## src/rtl/status_interrupt_controller.sv

```systemverilog
// Status register (NZCV, mode, interrupt enable) with an edge-triggered,
// fixed-priority interrupt controller and a nested saved-status stack.
module status_interrupt_controller #(
  parameter int IRQ_COUNT   = 4,
  parameter int STACK_DEPTH = 4,
  localparam int IDX_W      = (IRQ_COUNT > 1) ? $clog2(IRQ_COUNT) : 1,
  localparam int DEPTH_W    = $clog2(STACK_DEPTH + 1)
) (
  input  logic                 clock,
  input  logic                 reset,
  input  logic [3:0]           update_mode,
  input  logic                 alu_negative,
  input  logic                 alu_zero,
  input  logic                 alu_carry,
  input  logic                 alu_overflow,
  input  logic                 bs_negative,
  input  logic                 bs_zero,
  input  logic                 bs_carry,
  input  logic [IRQ_COUNT-1:0] irq_lines,
  input  logic                 irq_mask_write,
  input  logic [IRQ_COUNT-1:0] irq_mask_data,
  input  logic                 instruction_boundary,
  input  logic                 irq_ack,
  output logic                 negative_flag,
  output logic                 zero_flag,
  output logic                 carry_flag,
  output logic                 overflow_flag,
  output logic                 mode_flag,
  output logic                 interrupt_enable_flag,
  output logic                 take_interrupt,
  output logic [IDX_W-1:0]     irq_index,
  output logic [IRQ_COUNT-1:0] pending,
  output logic [DEPTH_W-1:0]   nest_depth,
  output logic                 stack_underflow
);

  // state    | meaning
  // READY    | may take an interrupt at an instruction boundary
  // WAIT_ACK | take_interrupt raised, waiting for irq_ack from the sequencer
  localparam logic [0:0] ST_READY    = 1'b0;
  localparam logic [0:0] ST_WAIT_ACK = 1'b1;

  localparam int SP_W = (STACK_DEPTH > 1) ? $clog2(STACK_DEPTH) : 1;

  localparam logic [3:0] CMD_NZCV_ALU = 4'd1;
  localparam logic [3:0] CMD_NZ_ALU   = 4'd2;
  localparam logic [3:0] CMD_NZC_BS   = 4'd3;
  localparam logic [3:0] CMD_MODE_CLR = 4'd4;
  localparam logic [3:0] CMD_MODE_SET = 4'd5;
  localparam logic [3:0] CMD_RETURN   = 4'd6;
  localparam logic [3:0] CMD_IE_SET   = 4'd7;
  localparam logic [3:0] CMD_IE_CLR   = 4'd8;

  logic [0:0]           state;
  logic [IRQ_COUNT-1:0] irq_mask;
  logic [IRQ_COUNT-1:0] irq_prev;
  logic [IRQ_COUNT-1:0] eligible;
  logic [IRQ_COUNT-1:0] clear_vec;
  logic [IRQ_COUNT-1:0] pending_nxt;
  logic [IDX_W-1:0]     winner;
  logic                 n_nxt, z_nxt, c_nxt, v_nxt, mode_nxt, ie_nxt;
  logic                 take_go;
  logic                 pop_go;
  logic                 underflow_go;
  logic [DEPTH_W-1:0]   depth_m1;
  logic [SP_W-1:0]      push_ptr;
  logic [SP_W-1:0]      pop_ptr;
  logic [5:0]           push_word;
  logic [5:0]           pop_word;
  logic [5:0]           stack_mem [STACK_DEPTH];

  assign eligible = pending & irq_mask;

  always_comb begin
    winner = '0;
    for (int i = IRQ_COUNT - 1; i >= 0; i--) begin
      if (eligible[i]) winner = IDX_W'(i);
    end
  end

  always_comb begin
    n_nxt    = negative_flag;
    z_nxt    = zero_flag;
    c_nxt    = carry_flag;
    v_nxt    = overflow_flag;
    mode_nxt = mode_flag;
    ie_nxt   = interrupt_enable_flag;
    case (update_mode)
      CMD_NZCV_ALU: {n_nxt, z_nxt, c_nxt, v_nxt} = {alu_negative, alu_zero, alu_carry, alu_overflow};
      CMD_NZ_ALU:   {n_nxt, z_nxt} = {alu_negative, alu_zero};
      CMD_NZC_BS:   {n_nxt, z_nxt, c_nxt} = {bs_negative, bs_zero, bs_carry};
      CMD_MODE_CLR: mode_nxt = 1'b0;
      CMD_MODE_SET: mode_nxt = 1'b1;
      CMD_IE_SET:   ie_nxt = 1'b1;
      CMD_IE_CLR:   ie_nxt = 1'b0;
      default:      ;
    endcase
  end

  // Return and take are mutually exclusive: a return cycle never takes.
  assign take_go = (state == ST_READY) && interrupt_enable_flag && instruction_boundary &&
                   (eligible != '0) && (nest_depth < DEPTH_W'(STACK_DEPTH)) &&
                   (update_mode != CMD_RETURN);
  assign pop_go       = (update_mode == CMD_RETURN) && (nest_depth != '0);
  assign underflow_go = (update_mode == CMD_RETURN) && (nest_depth == '0);

  assign depth_m1  = nest_depth - DEPTH_W'(1);
  assign push_ptr  = nest_depth[SP_W-1:0];
  assign pop_ptr   = depth_m1[SP_W-1:0];
  assign push_word = {n_nxt, z_nxt, c_nxt, v_nxt, mode_nxt, ie_nxt};
  assign pop_word  = stack_mem[pop_ptr];

  // A fresh edge on a line wins over the same-cycle clear of that line.
  assign clear_vec   = take_go ? (IRQ_COUNT'(1) << winner) : '0;
  assign pending_nxt = (pending & ~clear_vec) | (irq_lines & ~irq_prev);

  always_ff @(posedge clock) begin
    if (take_go) stack_mem[push_ptr] <= push_word;
  end

  always_ff @(posedge clock or negedge reset) begin
    if (!reset) begin
      negative_flag         <= 1'b0;
      zero_flag             <= 1'b0;
      carry_flag            <= 1'b0;
      overflow_flag         <= 1'b0;
      mode_flag             <= 1'b0;
      interrupt_enable_flag <= 1'b0;
    end else if (pop_go) begin
      {negative_flag, zero_flag, carry_flag, overflow_flag,
       mode_flag, interrupt_enable_flag} <= pop_word;
    end else begin
      negative_flag         <= n_nxt;
      zero_flag             <= z_nxt;
      carry_flag            <= c_nxt;
      overflow_flag         <= v_nxt;
      mode_flag             <= take_go ? 1'b1 : mode_nxt;
      interrupt_enable_flag <= take_go ? 1'b0 : ie_nxt;
    end
  end

  always_ff @(posedge clock or negedge reset) begin
    if (!reset) begin
      irq_mask        <= '0;
      irq_prev        <= '0;
      pending         <= '0;
      nest_depth      <= '0;
      stack_underflow <= 1'b0;
    end else begin
      irq_prev <= irq_lines;
      pending  <= pending_nxt;
      if (irq_mask_write) irq_mask <= irq_mask_data;
      if (take_go)        nest_depth <= nest_depth + DEPTH_W'(1);
      else if (pop_go)    nest_depth <= depth_m1;
      if (underflow_go)   stack_underflow <= 1'b1;
    end
  end

  always_ff @(posedge clock or negedge reset) begin
    if (!reset) begin
      state          <= ST_READY;
      take_interrupt <= 1'b0;
      irq_index      <= '0;
    end else begin
      case (state)
        ST_READY: begin
          if (take_go) begin
            state          <= ST_WAIT_ACK;
            take_interrupt <= 1'b1;
            irq_index      <= winner;
          end
        end
        ST_WAIT_ACK: begin
          if (irq_ack) begin
            state          <= ST_READY;
            take_interrupt <= 1'b0;
          end
        end
        default: begin
          state          <= ST_READY;
          take_interrupt <= 1'b0;
        end
      endcase
    end
  end

endmodule

```

## config.mk

```make
export PLATFORM = sky130hd
export DESIGN_NAME = status_interrupt_controller
export DESIGN_NICKNAME = d
export VERILOG_FILES = /design/src/rtl/status_interrupt_controller.sv
export SDC_FILE = /design/constraint.sdc
export NUM_CORES = 1
export LEC_CHECK = 0
export ABC_AREA = 1
export CORE_MARGIN = 5
export CORE_UTILIZATION = 52
export CTS_BUF_LIST = sky130_fd_sc_hd__clkbuf_8 sky130_fd_sc_hd__clkbuf_16
export DETAILED_ROUTE_END_ITERATION = 10
export PLACE_DENSITY = 0.89
export SETUP_SLACK_MARGIN = 0.1
export SLEW_MARGIN = 20
export SYNTH_ARGS = -nofsm -noshare
export SYNTH_HDL_FRONTEND = slang
export SYNTH_SLANG_ARGS = --single-unit
```

## constraint.sdc

```tcl
create_clock -name clock -period 2 [get_ports clock]
set_clock_uncertainty 0.2 [all_clocks]
set_input_delay 0.4 -clock clock [delete_from_list [all_inputs] [get_ports clock]]
set_output_delay 0.4 -clock clock [all_outputs]
set_load 0.03 [all_outputs]
```

# Word level (Yosys, flattened, before mapping)
# Memory sizes are Yosys's and may differ from the RTL's.
# Index checks and enable logic that the tools add are counted.
# word_totals
reg_bits,26
latchBits,0
ram_bits,24
romBits,0
input_bits,24
elab_cells,79
n_memories,1
# mem_list
name,words,word_bits,rd,rd_clocked_by_memory_dff,write_ports,line_no,rtl
stack_mem,4,6,1,0,1,70,logic [5:0] stack_mem [STACK_DEPTH];
# classes
n_addsub,2
n_mul,0
div_mod_pow,0
magnitude_cmp,1
eq_ne,11
shifts,1
mux,28
bitwise_logic,7
reduce_logical,14
# op_table
operator,count
$eq 4x3->1 const B,4
$mux 1,14
$pmux 1 s2,7
$and 4x4->4,3
$eq 4x2->1 const B,2
$mux 2,4
$not 4->4,2
$logic_and 1x1->1,7
$mux 3,2
$eq 4x1->1 const B,1
$eq 4x4->1 const B,1
$mux 4,1
$ne 2x2->1 const B,2
$ne 4x3->1 const B,1
$or 4x4->4,1
$reduce_and 2->1,2
$reduce_bool 4->1,1
$shl 1x2->4 const A,1
$add 3x1->3 const B,1
$logic_not 3->1,1
$lt 3x3->1 const B,1
$reduce_bool 3->1,1
$sub 3x1->3 const B,1
$reduce_bool 2->1,1
2 further kinds,2

# Longest topological paths before layout
# depth
word_depth,10
ltp_mapped,10
mapped_depth_nobuf,9

# Worst setup path before layout
# OpenSTA, ideal clock, no wires.
# synth_path
path_kind,reg-to-reg
startpoint,reg nest_depth[0]
endpoint,reg interrupt_enable_flag
setup_time_ns,0.117
arrival_time_ns,1.687
required_ns,1.683
setup_slack_ns,-0.005
stages_incl_launch_ff,10
period_less_slack_ns,2.005
path_cell_list,dfrtp_1 -> inv_1 -> buf_4 -> ha_1 -> inv_1 -> nor2_1 -> o21ai_0 -> o21ai_0 -> nand2_1 -> nand2_1
# synth_between
elab_chain_cells,5
elab_cells_between_ends,9
cone_classes,add/sub: 1; order compare: 1; mux: 2; reduce/logical: 4; memory: 1
# synth_lines
element,line_no,rtl
"start, declared",33,"output logic [DEPTH_W-1:0] nest_depth,"
"start signal, assigned",153,if (take_go) nest_depth <= nest_depth + DEPTH_W'(1);
"start signal, assigned",154,else if (pop_go) nest_depth <= depth_m1;
branches (longest 4 deep; another with $mem_v2 4x6),-,
$mux 1 (*),129,end else if (pop_go) begin
"end signal, assigned",131,"mode_flag, interrupt_enable_flag} <= pop_word;"
"end signal, assigned",138,interrupt_enable_flag <= take_go ? 1'b0 : ie_nxt;
"end, declared",29,"output logic interrupt_enable_flag,"
# Every way passes the cells marked *.
# A chain may end at the register's enable or synchronous reset.

# Worst setup path in the final report
# layout_path
startpoint,in update_mode[3]
endpoint,"mem stack_mem[3][2], enable pin"
# layout_between
elab_chain_cells,4
# layout_lines
element,line_no,rtl
"start, declared",11,"input logic [3:0] update_mode,"
$ne 4x3->1,103,(update_mode != CMD_RETURN);
$logic_and 1x1->1,102,(eligible != '0) && (nest_depth < DEPTH_W'(STACK_DEPTH)) &&
$mux 1,118,if (take_go) stack_mem[push_ptr] <= push_word;
$mux 1 (not written as such),118,
"end, declared",70,
# No other way between the ends.

==> metrics <==
clock-pin slew on the worst setup and hold paths 90 ps; fin crit period 1820 ps; highest clock rate 549 MHz; CTS tree done; clock share of power 16.4%; Async SR Flop Fraction 52.0%; Syn Area/Cell 9.90 um^2; Die H 75.7 um; Setup Viol. Count Final 0; syn nets 256; Port Buffers 40; mux cell area share after synthesis 2.00%; Slew HR 68.1%; compound-gate portion of the synthesized area 7.63%; Critical Path RT 1800 ps; worst path arrival time 1620 ps; Internal Power 2.09 mW; Slew @ Worst Pin 477 ps; gpl congestion 0.850; Synth cell types 23; Max-Cap Viols 0; Power Dens Cells 1230 nW/um^2; Post-DRT Antenna Nets 0; Post-Synthesis Cells 227; nature of the critical path startpoint primary input; layout cells sized above 1 14.0%; Final HPWL DP 3670 um; initial DRC count 187; H-tree levels 2; Pre-antenna DRT Iters 4; first-pass GRT wire length 7980 um; Post-Synth Adder-Cell Area 2.78%; largest net degree at the start of global routing 17; Worst-Skew Late Latency 300 ps; CTS buffer count 5; CTS Root Cell clkbuf_8; TNS Setup 0 ps; Final nets 314; Leak 1.31 nW; Post-synth EDFFs 24; fin crit share 91.1%; Yosys warning total 0; sequential share of power 40.7%; switching part of the total power 40.6%; CP Capture Type flop; clk sinks 50; Seq/Total Area, Yosys 61.0%; CORE AREA 4260 um^2; Crit Path Max Fanout 6; setup bufs post-CTS 0; DR vias/cell 5.21; vias in the first global route 1,798; classification of the worst setup path in -> reg; Initial Util 52.7%; IO Count 41; drt wl/cell 14.4 um; grt ovf 0; Final Instance Area 2870 um^2; routed wire length 4850 um; Antenna Cells 0; Yosys reg bits 50; total track usage 18.9%; row count 24; Slew Viols, Final 0; Die Area 5740 um^2; initial antenna violation count 0; RSZ-0062 raised after global routing false; die width 75.7 um; hold buffers post-CTS 0; simple-gate share of the synthesized area 20.3%; Final Hold Fails 0; synth-to-layout area growth 27.8%; Post-Place Cell Area 2790 um^2; combinational family with the most area after synthesis simple AND/OR/NAND/NOR gates; Top FF cell, synth dfrtp_1; combinational share of power 43.0%; clock buffer depth 2; DRC Markers 0; status finished, final reports clean; type of the worst min-delay path in -> async; mapped cell area 2250 um^2; XOR/XNOR Fraction of Synth Area 0.390%; Sw Pwr 1.43 mW; VDD IR-drop max 0.000655 V; Fillers 335; vias 1,761
[path summary, 6_finish.rpt]
check	start	to	slack, ps	cells past startpoint
setup / recovery	update_mode[3]	stack_mem[3][2]	180	7
setup reg to reg	nest_depth[0]	stack_mem[2][3]	240	6
min in group clock	irq_prev[0]	pending[0]	220	1
hold reg to reg	irq_prev[0]	pending[0]	220	1
max in group asynchronous	reset	irq_prev[3]	880	2
hold / removal	reset	zero_flag	210	1
[cell type report]
cell class | count | area, um^2 | area share (%)
Tap cell | 52 | 65.1 | 2.26
Timing Repair Buffer | 55 | 492 | 17.1
Inverter | 26 | 97.6 | 3.40
Sequential cell | 50 | 1370 | 47.8
Clock buffer | 5 | 68.8 | 2.40
Multi-Input combinational cell | 147 | 758 | 26.4
Clock inverter | 3 | 18.8 | 0.653
[what timing repair did]
action,in CTS,in global routing
pin swaps,0,0
setup endpoints to repair,19,5
resized for setup,18,3
cloned,0,0
[cell families (layout without fill, tap and decap cells)]
logic type | count (synthesis) | after routing
fa+ha+maj | 5 | 5
compound gates | 30 | 30
flops | 50 | 50
buf+inv | 30 | 89
xor+xnor | 1 | 1
mux | 4 | 4
simple gates | 107 | 107
[per-layer routing]
| layer | up-vias | GRT usage, % | routed length, um |
|---|---|---|---|
| met5 | - | 0 | 0 |
| met4 | 0 | 7.96 | 144 |
| li1 | 859 | - | - |
| met3 | 12 | 4.88 | 347 |
| met2 | 68 | 33.6 | 2490 |
| met1 | 822 | 21.5 | 1870 |
[worst max-delay path: stages]
cell,delay [ps]
clkdlybuf4s50_1,520
inv_1,70
nand2_2,90
nor2_4,60
nor2_4,130
nand3_1,120
inv_1,230
[state kept, by name (all words and copies together), names as in the netlist]
register               flops
irq_index                  2
state                      1
mode_flag                  1
stack_underflow            1
irq_prev                   4
stack_mem                 24
irq_mask                   4
nest_depth                 3
take_interrupt             1
overflow_flag              1
carry_flag                 1
pending                    4
negative_flag              1
zero_flag                  1
interrupt_enable_flag      1
[Yosys cell counts, drive strengths merged, types with 3 or more instances]
cell type  count  share of area, %
nor2          28               5.3
dfrtp         26                29
nand2         63                11
mux2           4               2.0
buf            4               1.6
nand4          3              0.84
o21ai         21               5.0
o22ai          6               1.7
inv           26               4.3
edfxtp        24                32
nand3         13               2.9
ha             5               2.8
[per-stage QoR]
step	setup WS, ps	hold WS, ps	power [mW]	util [%]	std cells
2_1_floorplan	48.1	-95.6	2.39	-	227
3_3_place_gp	-31.9	208	2.96	65.5	330
3_5_place_dp	-110	223	3.02	65.5	330
4_1_cts	156	221	3.50	67.0	338
5_1_grt	119	231	3.77	67.4	338
6_report	178	213	3.52	67.4	338
[power groups by stage]
stage          registers [mW]  logic (mW)  clock network [mW]
2_1_floorplan            1.69       0.701                   0
4_1_cts                  1.43        1.48               0.587
3_5_place_dp             1.46        1.56                   0
5_1_grt                  1.46        1.67               0.637
3_3_place_gp             1.45        1.51                   0
6_report                 1.43        1.52               0.577
[layout by cell type, fill, tap and decap left out, types with 2 or more instances in the layout]
| master | instances |
|---|---|
| nand2_1 | 59 |
| inv_1 | 25 |
| nor2_1 | 25 |
| dfrtp_1 | 25 |
| edfxtp_1 | 24 |
| clkdlybuf4s50_1 | 23 |
| o21ai_0 | 19 |
| dlygate4sd2_1 | 17 |
| buf_4 | 15 |
| nand3_1 | 13 |
| o22ai_1 | 6 |
| clkbuf_8 | 5 |
| mux2_2 | 4 |
| ha_1 | 4 |
| nand2_2 | 3 |
| nand4_1 | 3 |
| inv_2 | 2 |
| nor2_4 | 2 |
| o21ai_2 | 2 |
| clkinvlp_4 | 2 |
(Power assumes the default switching activity.)
